### src/rtl/kypd_pkg.sv
// Shared types and constants for the 4x4 matrix keypad scanner.
package kypd_pkg;

   // Debounce FSM states.
   typedef enum logic [1:0] {
      IDLE      = 2'd0,
      DEB_PRESS = 2'd1,
      HELD      = 2'd2,
      DEB_REL   = 2'd3
   } kypd_state_e;

   // Result of examining one complete scan frame.
   typedef enum logic [1:0] {
      NONE   = 2'd0,
      SINGLE = 2'd1,
      MULTI  = 2'd2
   } frame_class_e;

   // First column strobed after reset (active-low, one-cold).
   localparam logic [3:0] COL_RESET = 4'b1110;

   // Key index is {row, col}; entry 0 is the top-left key.
   localparam logic [15:0][3:0] KEY_CODE_LUT = {
      4'hD, 4'hE, 4'hF, 4'h0,
      4'hC, 4'h9, 4'h8, 4'h7,
      4'hB, 4'h6, 4'h5, 4'h4,
      4'hA, 4'h3, 4'h2, 4'h1
   };

   function automatic logic [3:0] keyCode(input logic [3:0] idx);
      return KEY_CODE_LUT[idx];
   endfunction

endpackage

### src/rtl/kypd_debounce.sv
// Frame-level debouncer: accepts a press or release only after
// DEBOUNCE_FRAMES consecutive agreeing frames, and reports the key.
module kypd_debounce
   import kypd_pkg::*;
#(
   parameter int DEBOUNCE_FRAMES = 4
)
(
   input  logic         clock,
   input  logic         reset_n,
   input  logic         frameDone_i,
   input  frame_class_e frameClass_i,
   input  logic [3:0]   keyIdx_i,
   output logic [3:0]   keyCode_o,
   output logic         keyValid_o,
   output logic         keyHeld_o
);

   localparam logic [3:0] DEB_LIMIT = 4'(DEBOUNCE_FRAMES);

   kypd_state_e state_q;
   logic [3:0]  cnt_q;
   logic [3:0]  cand_q;
   logic [3:0]  keyCode_q;
   logic        keyValid_q;
   logic        keyHeld_q;
   logic [3:0]  cntInc;

   assign cntInc = cnt_q + 4'd1;

   // Debounce FSM; only a classified frame can move it, and every output is registered.
   always_ff @(posedge clock or negedge reset_n) begin
      if (!reset_n) begin
         state_q    <= IDLE;
         cnt_q      <= 4'd0;
         cand_q     <= 4'd0;
         keyCode_q  <= 4'd0;
         keyValid_q <= 1'b0;
         keyHeld_q  <= 1'b0;
      end else begin
         keyValid_q <= 1'b0;
         if (frameDone_i) begin
            case (state_q)
               IDLE: begin
                  if (frameClass_i == SINGLE) begin
                     state_q <= DEB_PRESS;
                     cand_q  <= keyIdx_i;
                     cnt_q   <= 4'd1;
                  end
               end
               DEB_PRESS: begin
                  if (frameClass_i == SINGLE && keyIdx_i == cand_q) begin
                     cnt_q <= cntInc;
                     if (cntInc == DEB_LIMIT) begin
                        state_q    <= HELD;
                        keyCode_q  <= keyCode(cand_q);
                        keyValid_q <= 1'b1;
                        keyHeld_q  <= 1'b1;
                     end
                  end else if (frameClass_i == SINGLE) begin
                     cand_q <= keyIdx_i;
                     cnt_q  <= 4'd1;
                  end else begin
                     state_q <= IDLE;
                  end
               end
               HELD: begin
                  if (frameClass_i == NONE) begin
                     state_q <= DEB_REL;
                     cnt_q   <= 4'd1;
                  end
               end
               DEB_REL: begin
                  if (frameClass_i == NONE) begin
                     cnt_q <= cntInc;
                     if (cntInc == DEB_LIMIT) begin
                        state_q   <= IDLE;
                        keyHeld_q <= 1'b0;
                     end
                  end else begin
                     state_q <= HELD;
                  end
               end
               default: state_q <= IDLE;
            endcase
         end
      end
   end

   assign keyCode_o  = keyCode_q;
   assign keyValid_o = keyValid_q;
   assign keyHeld_o  = keyHeld_q;

endmodule

### src/rtl/keypad_scanner.sv
// 4x4 keypad scanner: strobes columns, samples rows into a per-frame map,
// classifies each frame and hands it to the debouncer.
module keypad_scanner
   import kypd_pkg::*;
#(
   parameter int SCAN_BITS       = 17,
   parameter int DEBOUNCE_FRAMES = 4
)
(
   input  logic       clock,
   input  logic       reset_n,
   input  logic [3:0] row,
   output logic [3:0] col,
   output logic [3:0] key_code,
   output logic       key_valid,
   output logic       key_held
);

   logic [SCAN_BITS-1:0] prescaler_q;
   logic [1:0]           colIdx_q;
   logic [3:0]           col_q;
   logic [3:0]           rowMeta_q;
   logic [3:0]           rowSync_q;
   logic [15:0]          map_q;
   logic [15:0]          map_d;
   logic                 frameDone_q;
   frame_class_e         frameClass_q;
   logic [3:0]           singleIdx_q;
   logic                 tick;
   logic                 lastCol;
   logic [4:0]           onesCount;
   logic [3:0]           singleIdx;
   frame_class_e         frameClass;

   assign tick    = &prescaler_q;
   assign lastCol = (colIdx_q == 2'd3);

   // Two-flop synchronizer for the asynchronous row pins.
   always_ff @(posedge clock or negedge reset_n) begin
      if (!reset_n) begin
         rowMeta_q <= 4'b1111;
         rowSync_q <= 4'b1111;
      end else begin
         rowMeta_q <= row;
         rowSync_q <= rowMeta_q;
      end
   end

   // Free-running prescaler; each tick ends a column period and advances the strobe.
   always_ff @(posedge clock or negedge reset_n) begin
      if (!reset_n) begin
         prescaler_q <= '0;
         colIdx_q    <= 2'd0;
         col_q       <= COL_RESET;
      end else begin
         prescaler_q <= prescaler_q + SCAN_BITS'(1);
         if (tick) begin
            colIdx_q <= colIdx_q + 2'd1;
            col_q    <= {col_q[2:0], col_q[3]};
         end
      end
   end

   // Next map: cleared once a frame has been classified, then the current column is
   // sampled at the end of its period so the rows have fully settled.
   always_comb begin
      map_d = frameDone_q ? '0 : map_q;
      if (tick) begin
         for (int r = 0; r < 4; r++) begin
            map_d[{r[1:0], colIdx_q}] = ~rowSync_q[r];
         end
      end
   end

   // Count pressed keys in the completed map; more than one is treated as ghosting.
   always_comb begin
      onesCount = 5'd0;
      singleIdx = 4'd0;
      for (int i = 0; i < 16; i++) begin
         if (map_d[i]) begin
            onesCount = onesCount + 5'd1;
            singleIdx = 4'(i);
         end
      end
      if (onesCount == 5'd0) begin
         frameClass = NONE;
      end else if (onesCount == 5'd1) begin
         frameClass = SINGLE;
      end else begin
         frameClass = MULTI;
      end
   end

   // Hold the frame map and register the classification at the last column's tick.
   always_ff @(posedge clock or negedge reset_n) begin
      if (!reset_n) begin
         map_q        <= '0;
         frameDone_q  <= 1'b0;
         frameClass_q <= NONE;
         singleIdx_q  <= 4'd0;
      end else begin
         map_q       <= map_d;
         frameDone_q <= tick && lastCol;
         if (tick && lastCol) begin
            frameClass_q <= frameClass;
            singleIdx_q  <= singleIdx;
         end
      end
   end

   kypd_debounce #(
      .DEBOUNCE_FRAMES(DEBOUNCE_FRAMES)
   ) u_debounce (
      .clock        (clock),
      .reset_n      (reset_n),
      .frameDone_i  (frameDone_q),
      .frameClass_i (frameClass_q),
      .keyIdx_i     (singleIdx_q),
      .keyCode_o    (key_code),
      .keyValid_o   (key_valid),
      .keyHeld_o    (key_held)
   );

   assign col = col_q;

endmodule

### config.mk
export PLATFORM = sky130hd
export DESIGN_NAME = keypad_scanner
export DESIGN_NICKNAME = d
export VERILOG_FILES = /design/src/rtl/kypd_pkg.sv /design/src/rtl/kypd_debounce.sv /design/src/rtl/keypad_scanner.sv
export SDC_FILE = /design/constraint.sdc
export NUM_CORES = 1
export LEC_CHECK = 0
export CAP_MARGIN = 20
export CORE_UTILIZATION = 43
export CTS_BUF_LIST = sky130_fd_sc_hd__clkbuf_8 sky130_fd_sc_hd__clkbuf_16
export DETAILED_ROUTE_END_ITERATION = 6
export HOLD_SLACK_MARGIN = 0.02
export PLACE_DENSITY = 0.58
export SLEW_MARGIN = 20
export SYNTH_ARGS = -nofsm -noshare
export SYNTH_HDL_FRONTEND = slang
export SYNTH_HIERARCHICAL = 1
export SYNTH_SLANG_ARGS = --single-unit
### constraint.sdc
create_clock -name clock -period 15 [get_ports clock]
set_clock_uncertainty 0.2 [all_clocks]
set_input_delay 3.75 -clock clock [delete_from_list [all_inputs] [get_ports clock]]
set_output_delay 3.75 -clock clock [all_outputs]
set_load 0.02 [all_outputs]
==> impl_metrics.ini <==
[run_status]
outcome = completed

[drt]
first_pass_iters = 4
routed_wl_um = 8830
routedWlPerCell_um = 14.2
drt_drc_violations_left = 0
antenna_left = 0
viasPerCell = 5.26
drtIter0Drc = 114
vias = 3271

[synth]
synth_compound_area_frac = 0.118
synth_top_family_by_area = simple AND/OR/NAND/NOR gates
synthSimpleGateAreaFrac = 0.178
synth.distinct_cells = 77
synth.mux.area_fraction = 0.0751
synth_fa_ha_area_frac = 0.0632
syn_area_um2 = 4750
synth-main-ff-cell = dfrtp_1
synth-edff-count = 0
yosys-top-cells-area = dfrtp_1 (31%), ha_1 (6.3%), dfstp_2 (6.1%)
synth_top_area_share = 0.311
yosysSeqAreaShare = 0.372
synth_cells = 457
yosysTopAreaCell = dfrtp_1
async_flop_share = 1.00
synth_xor_area_frac = 0.163
synth.ff_latch_count = 70
ys_warn_count = 6
syn_nets = 487
syn_avg_cell_area_um2 = 10.4

[die]
die_x_um = 107
core_area_um2 = 10800
die-area_um2 = 11500
start_util = 0.440
num_rows = 38
pin_count = 16
fp.dieH_um = 107

[final_layout]
antenna_cells = 0
layout_commonest_cell = dfrtp_1
final_util = 0.483
layout-area-overhead-vs-synth_pct = 9.80
layout.nets = 507
stdcell_count = 622
layout-drive-gt1-share = 0.164
layout_common_cells = dfrtp_1 (59), nand2_1 (38), xnor2_1 (33)

[timing]
fin_ws_ns = 3.40
tns_ns = 0
rsz0062_at_grt = no
fin_crit_sh = 0.773
fin_crit_ns = 11.60
clock.fmax_mhz = 86.2
worst_pin_slew_ns = 0.865
setup_violations = 0
slew-limit-headroom = 0.423
report.final.hold_viol_count = 0
maxSlewViolCount = 0

[cts]
cts_tree = built
cts_hold_buf = 0
cts.sinks = 70
ctsRootBufferMaster = clkbuf_8
path_clk_slew_ns = 0.07
cts_resized = 0
htree_num_levels = 3
clkLatencyLatePin_ns = 0.34
post_cts_buffers = 0
clock_path_buffers = 2
cts_buffers = 9

[critical_path]
end_kind = register
path_class = reg -> reg
timing.critical_path.mode_cell = ha_1
critPathBufInv = 4
worst_path_max_delay_cell = ha_1
critPathMaxStageDelay_ns = 0.51
crit_family = adder cells
critical_path.max_fanout = 11
cp.arrival_ns = 11.68
required_ns = 15.08
startpoint_type = register

[global_route]
grt_pass1_wl_um = 15200
overflow = 0
grt_pass1_vias = 3265
grt_max_degree = 71
antenna_found_initial = 0
grt_usage = 0.167

[placed_design]
gp_congestion = 0.784
port_buffers = 15
placed_cells = 606
dp_hpwl_um = 6540
dp_worst_setup_slack_ns = 3.40

[min_path]
min_path_type = reg -> reg

[power_and_ir_drop]
p_leak_nw = 2.42
ir_worst_vdd_v = 0.0000590
power_density_nw_per_um2 = 63.9

[job]
cap_viol_max_count = 0
-- worst register-to-register path, delay by kind of cell, from the launching register on --
kind            cells  cell delay [ns]
fa+ha+maj          15             4.60
compound gates     14             2.36
flops               1             0.39
buf+inv             4             0.34
xor+xnor            1             0.30
mux                 2             0.46
simple gates       22             2.89
-- cells in the mapped netlist, types with 10 or more instances --
master	number
mux2i_1	11
nand2_1	38
a21oi_1	15
dfrtp_1	59
xnor2_2	10
xor2_1	15
nand4_1	11
nor2_1	29
nand2b_1	14
o21ai_0	15
xnor2_1	33
inv_1	18
dfstp_2	11
nand3_1	17
ha_1	24
-- registers in the layout, indices dropped and copies added (netlist names) --
| name | count |
|---|---|
| u_debounce/keyHeld_o | 1 |
| colIdx_q | 2 |
| map_q | 16 |
| u_debounce/cnt_q | 4 |
| rowMeta_q | 4 |
| rowSync_q | 4 |
| u_debounce/keyCode_o | 4 |
| u_debounce/keyValid_o | 1 |
| u_debounce/cand_q | 4 |
| col | 4 |
| singleIdx_q | 4 |
| prescaler_q | 17 |
| frameDone_q | 1 |
| u_debounce/state_q | 2 |
| frameClass_q | 2 |
-- cell type report --
type	instances	area (um2)
clock inverters	4	15.0
flip-flops and latches	70	1770
inverters	25	95.1
fillers	986	5580
repair buffers	17	160
multi-input cells	354	2840
clock buffers	12	165
well taps	140	175
-- report_power, final --
group / switching, mW / internal (mW)
clock: 0.0649 / 0.0713
combinational: 0.00382 / 0.00140
sequential: 0.00126 / 0.191
-- final timing paths --
kind / start / endpoint / slack [ns] / cells after the start
max in group asynchronous: reset_n / map_q[4] / 10.64 / 2
max reg2reg: prescaler_q[2] / frameClass_q[0] / 3.40 / 58
min in group asynchronous: reset_n / u_debounce/keyCode_o[3] / 3.40 / 2
min reg2reg: rowMeta_q[2] / rowSync_q[2] / 0.16 / 0
max: prescaler_q[2] / frameClass_q[0] / 3.40 / 58
min: rowMeta_q[2] / rowSync_q[2] / 0.16 / 0
-- stage by stage --
stage               cell area (um2)  hold WS [ns]  power [mW]
global route                   5220         0.158       0.350
floorplan                      4750         0.145       0.196
CTS                            5220         0.157       0.340
detailed placement             5040         0.148       0.201
global placement               5040         0.146       0.201
finish                         5220         0.155       0.333
-- logic make-up (layout without fill, tap and decap cells) --
| group | count (synthesis) | count (layout) |
|---|---|---|
| AOI/OAI and AO/OA | 74 | 74 |
| xor gates and xnor gates | 67 | 67 |
| adders and majority gates | 24 | 24 |
| buffers and inverters | 33 | 58 |
| DFF | 70 | 70 |
| muxes | 30 | 30 |
| and+or+nand+nor | 159 | 159 |
-- routing by layer --
layer | routed length, um | track usage | up-vias
li1 | - | - | 1659
met3 | 204 | 0.0401 | 9
met1 | 4210 | 0.205 | 1569
met5 | 0 | 0 | -
met2 | 4330 | 0.294 | 34
met4 | 82 | 0.0440 | 0
No activity file was read; power rests on OpenSTA's default activity.
